**src/rtl/alu_result_fifo.sv**
```systemverilog
// Capture FIFO for ALU result words and their status flags, with a valid/ready drain
// and sticky carry/overflow summary bits accumulated over accepted pushes.
module alu_result_fifo #(
  parameter int DEPTH = 4,
  parameter int WIDTH = 16
) (
  input  logic                       clk,
  input  logic                       rst_n,
  input  logic                       in_valid,
  output logic                       in_ready,
  input  logic [WIDTH-1:0]           z_in,
  input  logic                       sign_in,
  input  logic                       zero_in,
  input  logic                       carry_in,
  input  logic                       parity_in,
  input  logic                       overflow_in,
  output logic                       out_valid,
  input  logic                       out_ready,
  output logic [WIDTH-1:0]           z_out,
  output logic                       sign_out,
  output logic                       zero_out,
  output logic                       carry_out,
  output logic                       parity_out,
  output logic                       overflow_out,
  output logic [$clog2(DEPTH):0]     count,
  input  logic                       sticky_clr,
  output logic                       sticky_carry,
  output logic                       sticky_overflow
);

  localparam int AW = $clog2(DEPTH);
  localparam int CW = AW + 1;
  localparam int EW = WIDTH + 5;

  logic [EW-1:0] mem_r [DEPTH];
  logic [AW-1:0] wr_ptr_r;
  logic [AW-1:0] rd_ptr_r;
  logic [CW-1:0] count_r;
  logic          sticky_carry_r;
  logic          sticky_overflow_r;

  logic          push_s;
  logic          pop_s;
  logic          full_s;
  logic          empty_s;
  logic [EW-1:0] head_s;

  // Handshake status comes from registered state only, never from out_ready.
  always_comb begin
    full_s  = (count_r == CW'(DEPTH));
    empty_s = (count_r == {CW{1'b0}});
    push_s  = in_valid & ~full_s;
    pop_s   = out_ready & ~empty_s;
  end

  // Entry storage; contents are never reset because outputs are masked while empty.
  always_ff @(posedge clk) begin
    if (push_s) begin
      mem_r[wr_ptr_r] <= {sign_in, zero_in, carry_in, parity_in, overflow_in, z_in};
    end
  end

  // Pointers and occupancy; a simultaneous push and pop leaves the count unchanged.
  always_ff @(posedge clk or negedge rst_n) begin
    if (!rst_n) begin
      wr_ptr_r <= {AW{1'b0}};
      rd_ptr_r <= {AW{1'b0}};
      count_r  <= {CW{1'b0}};
    end else begin
      if (push_s) begin
        wr_ptr_r <= wr_ptr_r + AW'(1);
      end
      if (pop_s) begin
        rd_ptr_r <= rd_ptr_r + AW'(1);
      end
      case ({push_s, pop_s})
        2'b10:   count_r <= count_r + CW'(1);
        2'b01:   count_r <= count_r - CW'(1);
        default: count_r <= count_r;
      endcase
    end
  end

  // Sticky summary bits: a setting push in the same cycle overrides a clear.
  always_ff @(posedge clk or negedge rst_n) begin
    if (!rst_n) begin
      sticky_carry_r    <= 1'b0;
      sticky_overflow_r <= 1'b0;
    end else begin
      sticky_carry_r    <= (sticky_carry_r & ~sticky_clr) | (push_s & carry_in);
      sticky_overflow_r <= (sticky_overflow_r & ~sticky_clr) | (push_s & overflow_in);
    end
  end

  // Head entry presented directly from storage, forced to zero while empty.
  always_comb begin
    if (empty_s) begin
      head_s = {EW{1'b0}};
    end else begin
      head_s = mem_r[rd_ptr_r];
    end
  end

  assign in_ready        = ~full_s;
  assign out_valid       = ~empty_s;
  assign count           = count_r;
  assign sticky_carry    = sticky_carry_r;
  assign sticky_overflow = sticky_overflow_r;
  assign z_out           = head_s[WIDTH-1:0];
  assign overflow_out    = head_s[WIDTH];
  assign parity_out      = head_s[WIDTH+1];
  assign carry_out       = head_s[WIDTH+2];
  assign zero_out        = head_s[WIDTH+3];
  assign sign_out        = head_s[WIDTH+4];

endmodule

```
**config.mk**
```make
export PLATFORM = sky130hd
export DESIGN_NAME = alu_result_fifo
export DESIGN_NICKNAME = d
export VERILOG_FILES = /design/src/rtl/alu_result_fifo.sv
export SDC_FILE = /design/constraint.sdc
export NUM_CORES = 1
export LEC_CHECK = 0
export ABC_AREA = 1
export BUFFER_PORTS_ARGS = -buffer_cell sky130_fd_sc_hd__buf_4
export CAP_MARGIN = 25
export CORE_UTILIZATION = 60
export CTS_CLUSTER_SIZE = 14
export DETAILED_ROUTE_END_ITERATION = 16
export GPL_TIMING_DRIVEN = 0
export PLACE_DENSITY_LB_ADDON = 0.3
export SYNTH_ARGS = -nofsm -noshare
export SYNTH_HDL_FRONTEND = slang
export SYNTH_SLANG_ARGS = --single-unit
```
**constraint.sdc**
```tcl
create_clock -name clk -period 4.95 [get_ports clk]
set_input_delay 0.7425 -clock clk [delete_from_list [all_inputs] [get_ports clk]]
set_output_delay 0.7425 -clock clk [all_outputs]
set_load 0.01 [all_outputs]
```
# Word level (Yosys, flattened, before mapping)
# Memories as Yosys holds them, arrays and structs flattened.
# Cells that the tools add are included.
[classes]
addsub = 4
n_eq_ne = 3
muxes = 4
bitwise = 11
n_reduce_logical = 2
[op_table]
columns = ["operator", "n"]
rows = [
  ["2-to-1 mux 21 bit", 1],
  ["AND 1 bit", 6],
  ["case mux 3 bit (2 select lines)", 1],
  ["adder 2 x 1 -> 2 bit (second input constant)", 2],
  ["adder 3 x 1 -> 3 bit (second input constant)", 1],
  ["== test 3 bit (second input constant)", 1],
  ["logical NOT 3 bit", 1],
  ["inverter 1 bit", 3],
  ["subtractor 3 x 1 -> 3 bit (second input constant)", 1],
  ["== test 2 x 1 -> 1 bit (second input constant)", 1],
  ["== test 2 bit (second input constant)", 1],
  ["2-to-1 mux 1 bit", 2],
  ["bitwise OR 1 bit", 2],
  ["nonzero test 2 bit", 1],
]
[totals]
reg_bits = 9
ramBits = 84
input_bits = 26
output_inout_bits = 28
elab_cells = 30
memories = 1
[mem_list]
columns = ["name", "words", "width", "read_ports", "rd_clocked_by_memory_dff", "write_ports", "line", "text"]
rows = [
  ["mem_r", 4, 21, 1, 0, 1, "35", "logic [EW-1:0] mem_r [DEPTH];"],
]

# Depth between registers and ports, before layout
# Gate-level depths: netlist (run 1).
[logic_depth]
depth_word = 5
depth_mapped = 12
ltp_nobuf = 12

# Least setup slack after synthesis (run 1)
# OpenSTA, ideal clock, no wires.
[synth_timing]
path_kind = "input port to flip-flop"
startpoint = "input in_valid"
endpoint = "memory mem_r[0][0] (netlist bit), enable pin"
arrival_time_ns = 1.743
required_time_ns = 4.551
slack_ns = 2.808
path_stages = 2
path_cell_list = "nand2_2 -> nor2_1"
[synth_via]
elab_chain_len = 3
[synth_rtl]
columns = ["item", "line", "text"]
rows = [
  ["start: declaration", "9", "input logic in_valid,"],
  ["AND 1 bit", "52", "push_s = in_valid & ~full_s;"],
  ["2-to-1 mux 1 bit", "58", "if (push_s) begin"],
  ["2-to-1 mux 1 bit (not written as such)", "59", "mem_r[wr_ptr_r] <= {sign_in, zero_in, carry_in, parity_in, overflow_in, z_in};"],
  ["end: declaration", "35", ""],
]
# Every way passes these cells.

# Worst setup path after layout (run 1)
[layout_timing]
startpoint = "register rd_ptr_r[0]"
endpoint = "output z_out[11]"
[layout_via]
elab_chain_len = 2
[layout_rtl]
columns = ["item", "line", "text"]
rows = [
  ["start: declaration", "37", "logic [AW-1:0] rd_ptr_r;"],
  ["start signal: assignment", "67", "rd_ptr_r <= {AW{1'b0}};"],
  ["start signal: assignment", "74", "rd_ptr_r <= rd_ptr_r + AW'(1);"],
  ["memory (4 x 21 bit)", "n/a", ""],
  ["2-to-1 mux 21 bit", "97", "if (empty_s) begin"],
  ["end: declaration", "19", "output logic [WIDTH-1:0] z_out,"],
]
# Every way passes these cells.

==> results.py, run 1 <==
metrics = {
    "status": {
        "status": "complete, no violations",
    },
    "global_routing": {
        "antenna_found_initial": 0,
        "grt_pass1_vias": 2778,
        "overflow": 0,
        "grt.total_usage_pct": 24.0,
        "grt_max_degree": 18,
        "grt_pass1_wl_um": 13100,
    },
    "timing": {
        "hold_violations": 0,
        "finalCritPeriodShare_pct": 47.5,
        "setup_viol": 0,
        "fin_crit_ns": 2.35,
        "drv_slew": 0,
        "setup_tns_ns": 0,
        "fmax_ghz": 0.425,
        "skew_ns": 0.00878,
        "max_slew_margin_pct": 60.2,
        "tightest_slew_ns": 0.597,
        "rsz0062_at_grt": "no",
    },
    "cells_and_area": {
        "nNetsFinal": 498,
        "final_core_util_pct": 75.0,
        "mostFrequentLayoutCells": "inv_1, edfxtp_1, nand2_1, buf_4, nand3_1",
        "final_common_cell": "inv_1",
        "drive_above_1_share_pct": 32.9,
        "antenna_cells": 0,
        "syn2layout_area_growth_pct": 19.1,
        "fillers": 451,
    },
    "logic_synthesis": {
        "synth_cell_type_count": 20,
        "ys_ff_latch": 93,
        "syn-num-nets": 430,
        "syn_area_um2": 4350,
        "synth-seq-area-share_pct": 63.2,
        "yosys_warnings": 0,
        "postSynthCellCount": 398,
        "avgSynthCellArea_um2": 10.9,
    },
    "setup_path": {
        "cp.required_ns": 4.21,
        "crit_fanout": 10,
        "slowest_delay_ns": 0.38,
        "critPathCaptureType": "output port",
        "worstSetupStartpoint": "rd_ptr_r[0]",
        "r2r_slack_ns": 3.00,
        "crit_type": "flip-flop to output port",
        "crit_path_top_delay_cell": "dfrtp_1",
        "arrival_ns": 1.61,
        "startpoint_type": "flip-flop",
        "path_cells": "buf_6, buf_2, nand2_1, nand3_2, a21oi_2, buf_4",
        "rr_startpoint": "count[1]",
    },
    "clocking": {
        "cts_root_buffer": "clkbuf_8",
        "clkSlewWorstSetupHoldPaths_ns": 0.09,
        "clock_sinks": 93,
        "clk_latency_ns": 0.36,
        "numCtsBuffers": 9,
        "cts_resized": 0,
        "tritoncts": "yes",
        "cts_setup_buffers": 0,
        "htree_num_levels": 3,
        "cts.path.max_buffers": 2,
        "ctsHoldBuffers": 0,
    },
    "route": {
        "wl_per_cell_um": 14.8,
        "routed_via_density": 4.96,
        "detail_route.first_pass.iterations": 4,
        "drc": 0,
        "vias": 2811,
        "drt_wl_total_um": 8420,
        "detail-route-antenna-nets": 0,
        "drtIter0Drc": 137,
    },
    "die": {
        "die-area_um2": 7590,
        "die_w_um": 87.1,
        "start_util_pct": 63.0,
        "rows": 30,
        "die_h_um": 87.1,
        "pin_count": 54,
        "core_area_um2": 6910,
    },
    "power_and_ir_drop": {
        "peakVddDrop_v": 0.000366,
        "power_density_nw_per_um2": 610,
        "total_power_uw": 3160,
        "cellLeakagePower_uw": 0.00238,
    },
    "placed_design": {
        "place_congestion": 0.751,
        "io_buffers": 53,
        "dp_hpwl_um": 5580,
    },
    "flow_run": {
        "max_cap_viol_count": 0,
    },
    "min_path": {
        "min_path_type": "input port to asynchronous set/reset pin",
    },
}
-- per-layer routing --
layer,track usage (%),vias up,part of all wire (%)
met2,41.9,65,52
met3,4.93,12,4.2
met1,29.6,1345,43
met5,0,-,0
met4,9.09,0,1.1
li1,-,1389,-
-- sequential cells by signal, indices dropped and copies added (netlist names) --
register,cells
wr_ptr_r,2
rd_ptr_r,2
sticky_carry,1
mem_r,84
count,3
sticky_overflow,1
-- path summary, 6_finish.rpt --
check,depth (start not counted),endpoint
worst max-delay path,6,z_out[11]
worst min-delay path,1,count[2]
worst max register to register,10,count[2]
worst min register to register,2,sticky_overflow
max in group asynchronous,1,count[1]
min in group clk,2,sticky_overflow
-- worst max-delay path: cells and delay by family, from the launching register on --
family	cells	cell delay (ns)
flip-flops	1	0.38
AO/OA/AOI/OAI	1	0.18
AND/OR/NAND/NOR	2	0.21
buffers and inverters	3	0.47
-- cell type report --
cell class	instances	area [um^2]	share of cell area (%)
sequential	93	2750	53.0
clock buffer	9	124	2.39
buffer	16	135	2.61
inverter	101	382	7.37
clock inverter	7	119	2.29
tap	96	120	2.32
timing repair buffer	57	458	8.84
multi-input combinational	188	1090	21.1
-- power by group --
part	total, uW	internal [uW]	leakage (uW)	switching (uW)
Sequential	1090	1040	0.000879	55.5
Combinational	1460	605	0.00138	859
Clock	602	337	0.000118	265
Total	3160	1980	0.00238	1180
-- cell families (layout without fill, tap and decap cells) --
| kind of cell | count (synthesis) | after routing | synth area share, % |
|---|---|---|---|
| simple gates | 157 | 157 | 18.4 |
| fa+ha+maj | 6 | 6 | 1.90 |
| flops | 93 | 93 | 63.2 |
| buf+inv | 117 | 190 | 11.9 |
| xor+xnor | 2 | 2 | 0.403 |
| compound gates | 23 | 23 | 4.20 |
-- through the flow --
step                instances  setup slack, ns  hold WS (ns)  instance area [um^2]
global placement          547             1.92         0.472                  4870
global route              567             2.53         0.188                  5180
finish                    567             2.60         0.199                  5180
detailed placement        551             2.85         0.476                  4940
CTS                       567             2.58         0.184                  5180
floorplan                 398             2.81         0.447                  4350
-- synth_stat cells (all sizes together) --
| master | count | share of area [%] |
|---|---|---|
| a21oi | 21 | 4.0 |
| buf | 16 | 3.1 |
| dfrtp | 9 | 5.2 |
| edfxtp | 84 | 58 |
| fa | 1 | 0.46 |
| ha | 5 | 1.4 |
| inv | 101 | 8.8 |
| nand2 | 102 | 9.9 |
| nand3 | 50 | 8.1 |
| nand4 | 1 | 0.14 |
| nor2 | 4 | 0.35 |
| o21ai | 2 | 0.23 |
| xnor2 | 2 | 0.40 |
Power figures use the tool's default switching activity.
==> run 2: changes to the inputs <==
ABC_AREA = 0   (was 1)
CORE_UTILIZATION = 56   (was 60)
clock period = 2.5 ns   (was 4.95 ns; I/O delays follow)
==> results.py, run 2 <==
metrics = {
    "clocking": {
        "cts.path.max_buffers": 2,
        "clkSlewWorstSetupHoldPaths_ns": 0.09,
        "cts_setup_buffers": 0,
        "numCtsBuffers": 9,
        "tritoncts": "yes",
        "ctsHoldBuffers": 1,
        "cts_resized": 0,
        "cts_root_buffer": "clkbuf_8",
        "clock_sinks": 93,
        "clk_latency_ns": 0.34,
        "htree_num_levels": 3,
    },
    "logic_synthesis": {
        "synthArstFlopShare_pct": 9.68,
        "synth-edff-count": 84,
        "syn_area_um2": 3700,
        "postSynthCellCount": 176,
        "ys_top_cells_by_area": "edfxtp_1, mux4_2, dfrtp_1",
        "ys_top_cells_by_count": "edfxtp_1, and2_1, mux4_2, dfrtp_1, inv_1",
        "synth_top_cell_area_share_pct": 68.2,
        "synth_most_common_cell": "edfxtp_1",
        "post-synth-top-area-cell": "edfxtp_1",
        "synth-seq-area-share_pct": 74.3,
        "syn-num-nets": 208,
        "ys_ff_latch": 93,
        "avgSynthCellArea_um2": 21.0,
        "yosys_warnings": 0,
        "ys.flop_type": "edfxtp_1",
        "synth_cell_type_count": 22,
    },
    "setup_path": {
        "cp.required_ns": 2.12,
        "cp_top_family": "simple AND/OR/NAND/NOR gates",
        "slowest_delay_ns": 0.49,
        "startpoint_type": "flip-flop",
        "worst-path-buf-inv": 2,
        "crit_type": "flip-flop to output port",
        "crit_path_top_delay_cell": "or3_1",
        "crit_fanout": 10,
        "arrival_ns": 1.91,
        "critPathCaptureType": "output port",
        "path_cells": "or3_1, clkbuf_1, and2_1, buf_4",
    },
    "cells_and_area": {
        "nNetsFinal": 277,
        "antenna_cells": 0,
        "mostFrequentLayoutCells": "edfxtp_1, buf_4, and2_1, mux4_2",
        "drive_above_1_share_pct": 39.2,
        "final_common_cell": "edfxtp_1",
        "fin_area_um2": 4470,
        "largest-register": "mem_r",
        "largest_reg_flops": 84,
        "syn2layout_area_growth_pct": 20.9,
    },
    "global_routing": {
        "grt_pass1_vias": 1949,
        "grt_max_degree": 19,
        "overflow": 0,
        "antenna_found_initial": 0,
        "grt_pass1_wl_um": 9590,
        "grt.total_usage_pct": 18.8,
    },
    "power_and_ir_drop": {
        "peakVddDrop_v": 0.000633,
        "power_density_nw_per_um2": 1150,
        "cellLeakagePower_uw": 0.00164,
    },
    "timing": {
        "skew_ns": 0.00782,
        "max_slew_margin_pct": 57.4,
        "setup_tns_ns": 0,
        "finalCritPeriodShare_pct": 91.3,
        "setup_viol": 0,
        "fmax_ghz": 0.438,
        "tightest_slew_ns": 0.639,
        "hold_violations": 0,
        "rsz0062_at_grt": "no",
        "drv_slew": 0,
        "fin_crit_ns": 2.28,
    },
    "route": {
        "vias": 1803,
        "wl_per_cell_um": 18.2,
        "drtIter0Drc": 103,
        "drc": 0,
        "detail-route-antenna-nets": 0,
        "drt_wl_total_um": 5960,
        "routed_via_density": 5.51,
        "detail_route.first_pass.iterations": 4,
    },
    "die": {
        "start_util_pct": 58.2,
        "die-area_um2": 6930,
        "rows": 29,
        "die_w_um": 83.3,
        "pin_count": 54,
        "core_area_um2": 6350,
        "die_h_um": 83.3,
    },
    "flow_run": {
        "max_cap_viol_count": 0,
    },
    "status": {
        "status": "complete, no violations",
    },
    "placed_design": {
        "place_area_um2": 4290,
        "place_congestion": 0.703,
        "dp_hpwl_um": 4010,
        "io_buffers": 53,
    },
    "min_path": {
        "min_path_type": "input port to flip-flop",
    },
}
## run 2: worst reg2reg max path, cell delays in order, from the launching register on
cell,delay (ns)
dfrtp_1,0.45
or3_1,0.49
and2_1,0.23
ha_1,0.21
inv_1,0.08
fa_1,0.18
xor2_1,0.14
nor2_1,0.06
xor2_1,0.14
## run 2: cells by family after synthesis
family,Yosys count,share of synthesized area (%)
AND/OR/NAND/NOR,31,5.01
adder cells (fa/ha/maj),6,2.23
buffers and inverters,14,2.57
XOR/XNOR,6,1.42
flip-flops,93,74.3
AO/OA/AOI/OAI,3,0.778
multiplexers,23,13.7
## run 2: final cells by class
cell class / count / area [um^2]
plain buffers: 7 / 68.8
clock buffers: 9 / 124
clock inverters: 7 / 48.8
fillers: 401 / 1880
well taps: 77 / 96.3
repair buffers: 58 / 505
flip-flops and latches: 93 / 2750
multi-input cells: 69 / 855
inverters: 7 / 26.3
## run 2: worst paths after layout
check	from	end	cells after the start	slack (ns)
setup / recovery	count[0]	z_out[7]	4	0.22
hold / removal	z_in[3]	mem_r[0][3]	1	0.22
setup reg to reg	count[0]	count[2]	8	0.41
hold reg to reg	sticky_carry	sticky_carry	1	0.53
max in group asynchronous	rst_n	count[1]	2	1.99
min in group asynchronous	rst_n	count[0]	2	0.38
## run 2: per-stage QoR
stage / total power [uW] / util, % / std cells / setup slack (ns) / hold WS [ns]
2_1_floorplan: 3470 / - / 176 / 0.559 / 0.0794
4_1_cts: 5240 / 70.4 / 327 / 0.173 / 0.211
3_5_place_dp: 4370 / 67.5 / 310 / 0.418 / 0.208
6_report: 5160 / 70.4 / 327 / 0.217 / 0.225
3_3_place_gp: 4220 / 66.0 / 306 / 0.225 / 0.204
5_1_grt: 5460 / 70.4 / 327 / 0.0825 / 0.203
## run 2: metal layers
| layer | track usage, % | part of all wire (%) | vias up |
|---|---|---|---|
| li1 | - | - | 826 |
| met1 | 23.5 | 41 | 910 |
| met2 | 31.9 | 52 | 58 |
| met3 | 4.87 | 5.1 | 9 |
| met4 | 7.21 | 1.7 | 0 |
| met5 | 0 | 0 | - |
## run 2: power breakdown
group | leakage, uW | internal, uW | switching, uW
Combinational | 0.000678 | 1160 | 943
Sequential | 0.000876 | 2070 | 122
Clock | 0.0000898 | 365 | 505
==> run 3: changes to the inputs <==
CORE_ASPECT_RATIO = 1.1   (was unset)
==> results.py, run 3 (synthesis gave the netlist of run 2 again) <==
metrics = {
    "global_routing": {
        "antenna_found_initial": 0,
        "overflow": 0,
        "grt_pass1_vias": 1913,
        "grt_max_degree": 18,
        "grt_pass1_wl_um": 9270,
        "grt.total_usage_pct": 19.2,
    },
    "cells_and_area": {
        "antenna_cells": 0,
        "seqCellArea_um2": 2750,
        "nNetsFinal": 277,
        "largest_reg_flops": 84,
        "final_common_cell": "edfxtp_1",
        "fillers": 391,
        "fin_area_um2": 4480,
        "largest-register": "mem_r",
        "final_core_util_pct": 71.5,
        "mostFrequentLayoutCells": "edfxtp_1, buf_4, and2_1, mux4_2",
        "drive_above_1_share_pct": 39.2,
        "syn2layout_area_growth_pct": 21.3,
        "multi_input_area_um2": 855,
    },
    "setup_path": {
        "arrival_ns": 1.89,
        "crit_path_top_delay_cell": "or3_1",
        "worst-path-buf-inv": 2,
        "startpoint_type": "flip-flop",
        "crit_fanout": 10,
        "reg2reg_depth": 8,
        "r2r_slack_ns": 0.42,
        "rr_startpoint": "count[0]",
        "reg2reg_to": "count[2]",
        "slowest_delay_ns": 0.47,
        "cp_top_family": "simple AND/OR/NAND/NOR gates",
        "cp.required_ns": 2.12,
        "path_cells": "or3_1, clkbuf_1, and2_1, buf_4",
        "crit_type": "flip-flop to output port",
        "critPathCaptureType": "output port",
    },
    "clocking": {
        "cts_setup_buffers": 0,
        "clk_latency_ns": 0.35,
        "clkSlewWorstSetupHoldPaths_ns": 0.09,
        "clock_sinks": 93,
        "tritoncts": "yes",
        "numCtsBuffers": 9,
        "cts_resized": 0,
        "cts_root_buffer": "clkbuf_8",
        "htree_num_levels": 3,
        "cts.path.max_buffers": 2,
    },
    "timing": {
        "tightest_slew_ns": 0.645,
        "setup_viol": 0,
        "fin_crit_ns": 2.27,
        "max_slew_margin_pct": 57.0,
        "drv_slew": 0,
        "skew_ns": 0.00646,
        "setup_tns_ns": 0,
        "hold_violations": 0,
        "fmax_ghz": 0.441,
        "finalCritPeriodShare_pct": 90.7,
        "rsz0062_at_grt": "no",
        "fin_ws_ns": 0.233,
        "hold-worst-slack_ns": 0.216,
    },
    "die": {
        "die_h_um": 87.2,
        "pin_count": 54,
        "core_area_um2": 6270,
        "die_w_um": 79.5,
        "start_util_pct": 59.0,
        "die-area_um2": 6930,
        "rows": 30,
    },
    "min_path": {
        "hold_depth": 1,
        "hold_start": "zero_in",
        "hold_end": "mem_r[3][19]",
        "min_path_type": "input port to flip-flop",
    },
    "route": {
        "vias": 1816,
        "routed_via_density": 5.50,
        "detail_route.first_pass.iterations": 4,
        "wl_per_cell_um": 17.8,
        "detail-route-antenna-nets": 0,
        "drtIter0Drc": 105,
        "drt_wl_total_um": 5880,
        "drc": 0,
    },
    "flow_run": {
        "max_cap_viol_count": 0,
    },
    "power_and_ir_drop": {
        "cellLeakagePower_uw": 0.00164,
        "power_density_nw_per_um2": 1160,
        "peakVddDrop_v": 0.000649,
    },
    "placed_design": {
        "dp_hpwl_um": 4100,
        "place_area_um2": 4290,
        "pre_cts_slack_ns": 0.449,
        "io_buffers": 53,
        "place_congestion": 0.651,
    },
    "status": {
        "status": "complete, no violations",
    },
}
==> run 3: cell types whose count changed in the layout (fill, tap and decap cells not counted) <==
cell	previous run	this run
clkinvlp_4	1	2
inv_8	0	1
clkinv_2	3	1
==> run 3: per-layer routing <==
layer	GRT usage (%)	vias up	wire, um
met5	0	-	0
met1	21.4	933	2200
li1	-	824	-
met3	4.61	7	265
met4	9.26	0	67
met2	34.3	52	3350
==> run 3: worst max path at each step <==
stage | cells past startpoint | endpoint | from
floorplan | 8 | count[2] | count[0]
global placement | 3 | mem_r[0][4] | count[0]
detailed placement | 8 | count[2] | count[0]
CTS | 4 | z_out[12] | count[0]
global route | 4 | z_out[14] | count[0]
finish | 4 | z_out[14] | count[0]
==> run 3: power breakdown <==
group          switching [uW]  internal [uW]
clock network             521            375
registers                 113           2070
logic                     951           1160
==> run 3: area by class of cell <==
class | instances | area share [%]
plain buffers | 7 | 1.53
flip-flops and latches | 93 | 61.3
clock inverters | 7 | 1.28
well taps | 80 | 2.23
repair buffers | 58 | 11.3
clock buffers | 9 | 2.76
multi-input cells | 69 | 19.1
inverters | 7 | 0.586
==> run 3: worst reg2reg max path, cell delays in order (launching register included) <==
cell     delay, ns
dfrtp_1       0.43
or3_1         0.47
and2_1        0.23
ha_1          0.21
inv_1         0.08
fa_1          0.18
xor2_1        0.16
nor2_1        0.07
xor2_1        0.14
==> run 3: metrics by stage <==
step	total power [uW]	instances
2_1_floorplan	3470	176
3_3_place_gp	4220	309
4_1_cts	5270	330
5_1_grt	5470	330
3_5_place_dp	4380	313
6_report	5190	330
==> run 3: repair_timing <==
item | 4_1_cts | 5_1_grt
hold buffers | 1 | 0
hold endpoints to repair | 9 | 0
setup endpoints to repair | 0 | 0
